## src/rtl/io_bus_if.sv

```systemverilog
// io_bus_if: bundle for the 8-bit CPU peripheral bus between the core-side
// request/response port and the peripheral strobes.
//   req_*  : core request (valid/ready handshake, we, addr, wdata)
//   rsp_*  : one-cycle response pulse (valid, rdata, err), no backpressure
//   bus_*  : peripheral side (shared addr/din, per-slave wr/rd strobes,
//            concatenated per-slave read data, slave k on [8k+7:8k])
// Modports: master = io_bus_master view, slave = core + peripherals view.
interface io_bus_if #(
  parameter int NUM_SLAVES = 4
);
  logic                      req_valid;
  logic                      req_ready;
  logic                      req_we;
  logic [7:0]                req_addr;
  logic [7:0]                req_wdata;
  logic                      rsp_valid;
  logic [7:0]                rsp_rdata;
  logic                      rsp_err;
  logic [7:0]                bus_addr;
  logic [7:0]                bus_din;
  logic [NUM_SLAVES-1:0]     bus_wr_en;
  logic [NUM_SLAVES-1:0]     bus_rd_en;
  logic [8*NUM_SLAVES-1:0]   bus_dout;

  modport master (
    input  req_valid, req_we, req_addr, req_wdata, bus_dout,
    output req_ready, rsp_valid, rsp_rdata, rsp_err,
           bus_addr, bus_din, bus_wr_en, bus_rd_en
  );

  modport slave (
    output req_valid, req_we, req_addr, req_wdata, bus_dout,
    input  req_ready, rsp_valid, rsp_rdata, rsp_err,
           bus_addr, bus_din, bus_wr_en, bus_rd_en
  );
endinterface

```

## src/rtl/io_bus_master.sv

```systemverilog
// io_bus_master: initiator for the 8-bit peripheral bus. Accepts one
// read/write request at a time, decodes addr[7:SEL_LSB] into a per-slave
// single-cycle strobe, waits RD_LATENCY cycles for read data and returns a
// one-cycle response (rsp_err for unmapped slots).
// Ports:
//   clk   : clock, rising edge
//   reset : synchronous, active-high
//   bus   : io_bus_if.master (request, response and peripheral signals)
module io_bus_master #(
  parameter int NUM_SLAVES = 4,
  parameter int SEL_LSB    = 4,
  parameter int RD_LATENCY = 1
) (
  input  logic      clk,
  input  logic      reset,
  io_bus_if.master  bus
);

  localparam int IDX_W = 8 - SEL_LSB;

  typedef enum logic [1:0] {IDLE, ISSUE, WAIT, RESP} state_t;

  state_t                state;
  logic                  we_q;
  logic                  err_q;
  logic [IDX_W-1:0]      idx_q;
  logic [2:0]            cnt;

  logic [IDX_W-1:0]      req_idx;
  logic [NUM_SLAVES-1:0] req_sel;
  logic [7:0]            sel_dout;

  assign req_idx = bus.req_addr[7:SEL_LSB];

  // One-hot slot decode of the incoming address; all-zero means unmapped.
  always_comb begin
    req_sel = '0;
    for (int unsigned k = 0; k < NUM_SLAVES; k++)
      req_sel[k] = (req_idx == IDX_W'(k));
  end

  // Read-data mux over the latched slot index.
  always_comb begin
    sel_dout = '0;
    for (int unsigned k = 0; k < NUM_SLAVES; k++)
      if (idx_q == IDX_W'(k))
        sel_dout = bus.bus_dout[8*k +: 8];
  end

  assign bus.req_ready = (state == IDLE) && !reset;

  always_ff @(posedge clk) begin
    if (reset) begin
      state         <= IDLE;
      we_q          <= 1'b0;
      err_q         <= 1'b0;
      idx_q         <= '0;
      cnt           <= '0;
      bus.bus_addr  <= '0;
      bus.bus_din   <= '0;
      bus.bus_wr_en <= '0;
      bus.bus_rd_en <= '0;
      bus.rsp_valid <= 1'b0;
      bus.rsp_rdata <= '0;
      bus.rsp_err   <= 1'b0;
    end else begin
      case (state)
        IDLE: begin
          if (bus.req_valid) begin
            we_q         <= bus.req_we;
            err_q        <= ~|req_sel;
            idx_q        <= req_idx;
            bus.bus_addr <= bus.req_addr;
            bus.bus_din  <= bus.req_wdata;
            // Strobe is registered on the accept edge so it is high exactly
            // during the ISSUE cycle, alongside the latched addr/din.
            if (bus.req_we)
              bus.bus_wr_en <= req_sel;
            else
              bus.bus_rd_en <= req_sel;
            state <= ISSUE;
          end
        end
        ISSUE: begin
          bus.bus_wr_en <= '0;
          bus.bus_rd_en <= '0;
          if (err_q) begin
            bus.rsp_err   <= 1'b1;
            bus.rsp_rdata <= '0;
            bus.rsp_valid <= 1'b1;
            state         <= RESP;
          end else if (we_q) begin
            bus.rsp_err   <= 1'b0;
            bus.rsp_rdata <= '0;
            bus.rsp_valid <= 1'b1;
            state         <= RESP;
          end else begin
            cnt   <= 3'(RD_LATENCY);
            state <= WAIT;
          end
        end
        WAIT: begin
          // Last step: slave dout is valid in this cycle, capture it.
          if (cnt == 3'd1) begin
            bus.rsp_rdata <= sel_dout;
            bus.rsp_err   <= 1'b0;
            bus.rsp_valid <= 1'b1;
            state         <= RESP;
          end else begin
            cnt <= cnt - 3'd1;
          end
        end
        RESP: begin
          bus.rsp_valid <= 1'b0;
          bus.rsp_err   <= 1'b0;
          bus.rsp_rdata <= '0;
          state         <= IDLE;
        end
        default: state <= IDLE;
      endcase
    end
  end

endmodule

```

## src/flat_wrapper.sv

```systemverilog
// flat-port wrapper written by rule: the top's interface ports become plain ports
module io_bus_master_flat 
#(
  parameter int NUM_SLAVES = 4,
  parameter int SEL_LSB    = 4,
  parameter int RD_LATENCY = 1
)
  (clk, reset, bus_req_valid, bus_req_we, bus_req_addr, bus_req_wdata, bus_bus_dout, bus_req_ready, bus_rsp_valid, bus_rsp_rdata, bus_rsp_err, bus_bus_addr, bus_bus_din, bus_bus_wr_en, bus_bus_rd_en);
  io_bus_if #(.NUM_SLAVES(NUM_SLAVES)) bus_i ();
  input  logic clk;
  input  logic reset;
  input wire logic [$bits(bus_i.req_valid)-1:0] bus_req_valid;
  input wire logic [$bits(bus_i.req_we)-1:0] bus_req_we;
  input wire logic [$bits(bus_i.req_addr)-1:0] bus_req_addr;
  input wire logic [$bits(bus_i.req_wdata)-1:0] bus_req_wdata;
  input wire logic [$bits(bus_i.bus_dout)-1:0] bus_bus_dout;
  output wire logic [$bits(bus_i.req_ready)-1:0] bus_req_ready;
  output wire logic [$bits(bus_i.rsp_valid)-1:0] bus_rsp_valid;
  output wire logic [$bits(bus_i.rsp_rdata)-1:0] bus_rsp_rdata;
  output wire logic [$bits(bus_i.rsp_err)-1:0] bus_rsp_err;
  output wire logic [$bits(bus_i.bus_addr)-1:0] bus_bus_addr;
  output wire logic [$bits(bus_i.bus_din)-1:0] bus_bus_din;
  output wire logic [$bits(bus_i.bus_wr_en)-1:0] bus_bus_wr_en;
  output wire logic [$bits(bus_i.bus_rd_en)-1:0] bus_bus_rd_en;
  assign bus_i.req_valid = bus_req_valid;
  assign bus_i.req_we = bus_req_we;
  assign bus_i.req_addr = bus_req_addr;
  assign bus_i.req_wdata = bus_req_wdata;
  assign bus_i.bus_dout = bus_bus_dout;
  assign bus_req_ready = bus_i.req_ready;
  assign bus_rsp_valid = bus_i.rsp_valid;
  assign bus_rsp_rdata = bus_i.rsp_rdata;
  assign bus_rsp_err = bus_i.rsp_err;
  assign bus_bus_addr = bus_i.bus_addr;
  assign bus_bus_din = bus_i.bus_din;
  assign bus_bus_wr_en = bus_i.bus_wr_en;
  assign bus_bus_rd_en = bus_i.bus_rd_en;
  io_bus_master #(.NUM_SLAVES(NUM_SLAVES), .SEL_LSB(SEL_LSB), .RD_LATENCY(RD_LATENCY)) u_core (.clk(clk), .reset(reset), .bus(bus_i));
endmodule
```

## config.mk

```make
export PLATFORM = sky130hd
export DESIGN_NAME = io_bus_master_flat
export DESIGN_NICKNAME = d
export VERILOG_FILES = /design/src/rtl/io_bus_if.sv /design/src/rtl/io_bus_master.sv /design/src/flat_wrapper.sv
export SDC_FILE = /design/constraint.sdc
export NUM_CORES = 1
export LEC_CHECK = 0
export ABC_CLOCK_PERIOD_IN_PS = 2200
export CORE_MARGIN = 2
export CORE_UTILIZATION = 41
export DETAILED_ROUTE_END_ITERATION = 10
export HOLD_SLACK_MARGIN = 0.08
export PLACE_DENSITY = 0.79
export SYNTH_ARGS = -nofsm -noshare
export SYNTH_HDL_FRONTEND = slang
export SYNTH_SLANG_ARGS = --single-unit
export TNS_END_PERCENT = 5
```

## constraint.sdc

```tcl
create_clock -name clk -period 2.2 [get_ports clk]
set_clock_uncertainty 0.2 [all_clocks]
set_input_delay 0.44 -clock clk [delete_from_list [all_inputs] [get_ports clk]]
set_output_delay 0.44 -clock clk [all_outputs]
set_load 0.02 [all_outputs]
```

==> impl_metrics.py, run 1 <==
metrics = {
    "yosys": {
        "synthAdderAreaFrac_pct": 3.866,
        "synthXorXnorAreaFrac_pct": 0,
        "yosysWarnings": 0,
        "synth_compound_area_share_pct": 16.17,
        "ys_async_sr_fraction_pct": 0,
        "netlist_area_um2": 1942,
        "synthMuxAreaShare_pct": 12.89,
        "synthSimpleGateAreaFrac_pct": 20.81,
        "syn_nets": 282,
        "syn_area_per_cell_um2": 8.669,
        "synth-edff-count": 0,
        "ys_seq_area_share_pct": 42.27,
        "synth_cells": 224,
        "synth.distinct_cells": 35,
        "synth_top_family_by_area": "simple AND/OR/NAND/NOR gates",
        "synth-seq-cells": 41,
        "ys.flop_type": "dfxtp_1",
    },
    "global_routing": {
        "grt_pass1_wl_mm": 7.797,
        "first_global_vias": 1700,
        "grtUsageTotal_pct": 19.04,
        "overflow": 0,
        "grt_antenna_before_repair": 0,
        "grt_max_degree": 42,
    },
    "critical_path": {
        "cpPeakStageDelay_ns": 0.38,
        "path_delay_family": "buffers and inverters",
        "crit_type": "flip-flop to output pin",
        "cp.arrival_ns": 1.44,
        "endpoint_kind": "output pin",
        "cp_max_fo": 4,
        "worst_path_most_repeated_cell": "inv_1",
        "critical_path_buf_inv_count": 3,
        "critPathSlowestCell": "dfxtp_1",
        "setup.worst_path.start_class": "flip-flop",
        "cp.required_ns": 1.56,
        "path_cells": "inv_1 -> ha_1 -> inv_1 -> nor2_1 -> dlygate4sd2_1",
    },
    "sta": {
        "period_minus_slack_ns": 2.082,
        "max_slew_margin_pct": 67.97,
        "rsz0062_at_grt": "false",
        "fin_ws_ns": 0.1177,
        "tightestPinTransition_ns": 0.4769,
        "layout_worst_path_cycle_share_pct": 94.65,
        "hold_viol_final": 0,
        "setup_violations": 0,
        "clock.fmax_ghz": 0.4802,
        "slew_viol_final": 0,
    },
    "cts": {
        "cts_hold_buf": 0,
        "clockRootBuffer": "clkbuf_8",
        "clock_path_buffers": 2,
        "clk_latency_ns": 0.29,
        "cts_buffers": 5,
        "clkSinkCount": 41,
        "clkTransAtPathRegs_ns": 0.08,
        "h-tree-depth": 2,
        "post_cts_buffers": 0,
        "cts_tree": "yes",
    },
    "hold_path": {
        "hold_class": "flip-flop to flip-flop",
    },
    "cells_and_area": {
        "fill_cells": 418,
        "area_delta_synth_final_pct": 55.28,
        "multi_input_area_um2": 1044,
        "seq_area_um2": 822.0,
        "drive_above_1_share_pct": 12.10,
        "nNetsFinal": 371,
        "final_common_cell": "clkdlybuf4s50_1",
        "diodes": 0,
        "final_cell_mix": "clkdlybuf4s50_1 (85), nand2_1 (50), dfxtp_1 (40), a21oi_1 (33), mux2_2 (16)",
    },
    "run_status": {
        "status": "complete, no violations",
    },
    "power": {
        "p_leak_nw": 1.102,
        "power.total_mw": 2.907,
        "power_per_cell_area_nw_per_um2": 964.2,
        "peakVddDrop_uv": 497.8,
    },
    "die": {
        "rows": 25,
        "io_pins": 87,
        "die_x_um": 72.82,
        "start_util_pct": 41.95,
        "die_area_um2": 5303,
        "core-area_um2": 4629,
        "fp.dieH_um": 72.82,
    },
    "route": {
        "dr.pass1.iters": 4,
        "drt_iter0_markers": 65,
        "vias": 1910,
        "route.detailed.drc": 0,
        "drt_wl_total_mm": 5.100,
        "ant_nets": 0,
        "wl_per_cell_um": 13.86,
        "post_drt_via_cell_ratio": 5.190,
    },
    "placement": {
        "io_buffer_count": 86,
        "place_hpwl_mm": 3.835,
        "pre_cts_ws_ns": -0.1026,
        "place_congestion": 0.7732,
    },
    "job": {
        "cap_viol_max_count": 0,
    },
}
[synthesized netlist by cell type (all sizes together), types with 2 or more instances]
| library cell | count | area share, % |
|---|---|---|
| o21ai | 3 | 0.77 |
| mux2 | 16 | 9.3 |
| o221ai | 8 | 3.6 |
| dfxtp | 41 | 42 |
| nand2 | 51 | 10 |
| nor2 | 11 | 2.1 |
| nor3b | 3 | 1.7 |
| or3 | 2 | 0.64 |
| nand2b | 2 | 1.0 |
| clkbuf | 7 | 1.4 |
| nor3 | 2 | 0.52 |
| mux2i | 7 | 3.6 |
| a2bb2oi | 2 | 0.90 |
| a21oi | 33 | 8.5 |
| ha | 6 | 3.9 |
| inv | 6 | 1.2 |
| nand3 | 6 | 1.5 |
| buf | 6 | 1.5 |
[where the power goes]
group	switching (mW)	total, mW	internal [mW]
clock network	0.261	0.629	0.369
registers	0.0875	0.958	0.870
logic	0.686	1.32	0.635
total	1.03	2.91	1.87
[worst paths after layout]
check	start	to	slack [ns]	cells after the start
max	u_core.state[1]	bus_req_ready	0.12	5
min reg2reg	u_core.bus.bus_din[6]	u_core.bus.bus_din[6]	0.26	2
max reg2reg	u_core.state[1]	u_core.bus.bus_wr_en[1]	0.20	7
min	u_core.bus.bus_din[6]	u_core.bus.bus_din[6]	0.26	2
[stage by stage]
step                      utilization (%)  instances  hold slack (ns)  setup TNS (ns)  instance area [µm²]
after floorplan                         -        224           0.2559               0                 1942
after CTS                           65.11        368           0.2571               0                 3014
after global routing                65.14        368           0.2770               0                 3015
final                               65.14        368           0.2556               0                 3015
after detailed placement            62.54        360           0.2460         -0.1026                 2895
after global placement              62.54        360           0.2401         -0.1103                 2895
[sequential cells by signal (all words and copies together), names as in the netlist]
signal,cells
u_core.we_q,1
u_core.err_q,1
u_core.bus.bus_addr,7
u_core.bus.rsp_err,1
u_core.idx_q,1
u_core.bus.bus_din,8
u_core.bus.bus_wr_en,4
u_core.bus.rsp_valid,1
u_core.cnt,3
u_core.state,2
u_core.bus.bus_rd_en,4
u_core.bus.rsp_rdata,8
[metal layers]
metal / routed length (µm) / share of wire [%] / track usage (%)
met1: 2139 / 42 / 22.43
met4: 116 / 2.3 / 8.230
met2: 2344 / 46 / 31.11
met3: 499 / 9.8 / 6.906
met5: 0 / 0 / 0
[tightest hold or removal path, cell delays in order (launching register included)]
cell	delay [ns]
dfxtp_1	0.31
nand2_1	0.05
a21oi_1	0.05
[cell families (layout without fill, tap and decap cells)]
kind of cell | after synthesis | in the layout
and+or+nand+nor | 83 | 83
adders and majority gates | 6 | 6
muxes | 23 | 23
AOI/OAI and AO/OA | 52 | 52
DFF | 41 | 41
buffers and inverters | 19 | 109
[repair_timing]
| item | 4_1_cts | 5_1_grt |
|---|---|---|
| setup endpoints to repair | 1 | 1 |
| resized for setup | 1 | 1 |
| cloned | 0 | 0 |
[area by class of cell]
cell class	instances	area share, %
inverters	6	0.7469
multi-input cells	164	34.61
clock buffers	6	2.739
repair buffers	95	31.16
well taps	54	2.241
clock inverters	2	1.245
flip-flops and latches	41	27.26
Power figures use the tool's default switching activity.
==> run 2: changes to the inputs <==
CTS_BUF_LIST = sky130_fd_sc_hd__clkbuf_16   (was default)
==> impl_metrics.py, run 2 (synthesis gave the netlist of run 1 again) <==
metrics = {
    "critical_path": {
        "path_delay_family": "buffers and inverters",
        "cp.required_ns": 1.56,
        "critPathSlowestCell": "dfxtp_1",
        "r2r_cells": 6,
        "cp.arrival_ns": 1.46,
        "r2r_start": "u_core.state[0]",
        "critical_path_buf_inv_count": 3,
        "setup.worst_path.start_class": "flip-flop",
        "worst_path_most_repeated_cell": "inv_1",
        "endpoint_kind": "output pin",
        "path_cells": "inv_1 -> ha_1 -> inv_1 -> nor2_1 -> dlygate4sd2_1",
        "rr_endpoint": "u_core.bus.rsp_rdata[1]",
        "cpPeakStageDelay_ns": 0.39,
        "crit_type": "flip-flop to output pin",
        "cp_max_fo": 5,
        "r2r_slack_ns": 0.17,
    },
    "route": {
        "ant_nets": 0,
        "drt_wl_total_mm": 5.133,
        "vias": 1902,
        "dr.pass1.iters": 4,
        "drt_iter0_markers": 86,
        "post_drt_via_cell_ratio": 5.168,
        "route.detailed.drc": 0,
        "wl_per_cell_um": 13.95,
    },
    "hold_path": {
        "hold_class": "flip-flop to flip-flop",
        "whs_endpoint": "u_core.bus.bus_addr[1]",
        "min-delay-start": "u_core.bus.bus_addr[1]",
        "hold_depth": 2,
    },
    "global_routing": {
        "grt_max_degree": 42,
        "grt_pass1_wl_mm": 7.817,
        "grt_antenna_before_repair": 0,
        "first_global_vias": 1690,
        "overflow": 0,
        "grtUsageTotal_pct": 19.21,
    },
    "cts": {
        "clock_path_buffers": 2,
        "h-tree-depth": 2,
        "cts_buffers": 5,
        "clockRootBuffer": "clkbuf_16",
        "clkTransAtPathRegs_ns": 0.06,
        "cts_tree": "yes",
        "clkSinkCount": 41,
        "clk_latency_ns": 0.28,
    },
    "die": {
        "core-area_um2": 4629,
        "rows": 25,
        "start_util_pct": 41.95,
        "io_pins": 87,
        "fp.dieH_um": 72.82,
        "die_area_um2": 5303,
        "die_x_um": 72.82,
    },
    "sta": {
        "rsz0062_at_grt": "false",
        "max_slew_margin_pct": 67.88,
        "period_minus_slack_ns": 2.099,
        "tightestPinTransition_ns": 0.4783,
        "clock.fmax_ghz": 0.4764,
        "hold_viol_final": 0,
        "slew_viol_final": 0,
        "layout_worst_path_cycle_share_pct": 95.40,
        "setup_violations": 0,
    },
    "cells_and_area": {
        "fill_cells": 411,
        "stdcell_count": 368,
        "area_delta_synth_final_pct": 57.60,
        "final_area_um2": 3060,
        "reg_top3": "u_core.bus.bus_din x8, u_core.bus.rsp_rdata x8, u_core.bus.bus_addr x7",
        "final_common_cell": "clkdlybuf4s50_1",
        "drive_above_1_share_pct": 11.46,
        "final_cell_mix": "clkdlybuf4s50_1 (85), nand2_1 (50), dfxtp_1 (41), a21oi_1 (33), mux2_2 (16)",
        "diodes": 0,
        "nNetsFinal": 371,
    },
    "placement": {
        "place_hpwl_mm": 3.835,
        "place_congestion": 0.7732,
        "placed_cell_area_um2": 2895,
        "dpl.cell_count": 360,
        "io_buffer_count": 86,
    },
    "power": {
        "peakVddDrop_uv": 581.7,
        "p_leak_nw": 1.121,
        "power.total_mw": 3.094,
        "power_per_cell_area_nw_per_um2": 1011,
    },
    "run_status": {
        "status": "complete, no violations",
    },
    "job": {
        "cap_viol_max_count": 0,
    },
}
[run 2: cell type report]
cell class	instances	area [µm²]	share of cell area, %
multi-input combinational	164	1044	34.10
timing repair buffer	95	939.7	30.70
sequential	41	820.8	26.82
clock buffer	5	125.1	4.088
tap	54	67.56	2.208
clock inverter	3	41.29	1.349
inverter	6	22.52	0.7359
[run 2: worst reg2reg max path, delay by kind of cell (launching register included)]
family                   cells  cell delay, ns
adder cells (fa/ha/maj)      1            0.34
AO/OA/AOI/OAI                2            0.39
buffers and inverters        1            0.09
flip-flops                   1            0.34
AND/OR/NAND/NOR              2            0.59
[run 2: where the power goes]
part	switching [mW]	internal [mW]	leakage (nW)
logic	0.689	0.636	0.710
registers	0.0892	0.870	0.334
clock network	0.280	0.530	0.0775
[run 2: per-layer routing]
layer / vias up / GRT usage (%) / share of wire [%] / wire length, µm
li1: 963 / - / - / -
met1: 860 / 22.77 / 42 / 2179
met2: 71 / 31.01 / 47 / 2403
met3: 8 / 7.320 / 8.7 / 446
met4: 0 / 8.230 / 2.0 / 104
met5: - / 0 / 0 / 0
[run 2: how the worst max path moves through the flow]
stage | from | end | slack, ns | cells after the start
after floorplan | u_core.state[1] | u_core.bus.rsp_err | 0.27 | 6
after global placement | reset | bus_req_ready | -0.11 | 3
after detailed placement | reset | bus_req_ready | -0.10 | 3
after CTS | u_core.state[0] | bus_req_ready | 0.08 | 5
after global routing | u_core.state[0] | bus_req_ready | 0.01 | 5
final | u_core.state[0] | bus_req_ready | 0.10 | 5
[run 2: what timing repair did]
| item | in CTS | in global routing |
|---|---|---|
| hold buffers | 0 | 0 |
| setup buffers | 0 | 0 |
| gates resized for setup | 1 | 0 |
| setup endpoints to repair | 1 | 0 |
[run 2: through the flow]
step                setup slack [ns]  util, %  hold WS (ns)  TNS [ns]
finish                        0.1011    66.11        0.2512         0
global route                 0.01028    66.11        0.2735         0
CTS                          0.08240    66.11        0.2539         0
detailed placement           -0.1026    62.54        0.2460   -0.1026
global placement             -0.1103    62.54        0.2401   -0.1103
floorplan                     0.2692        -        0.2559         0
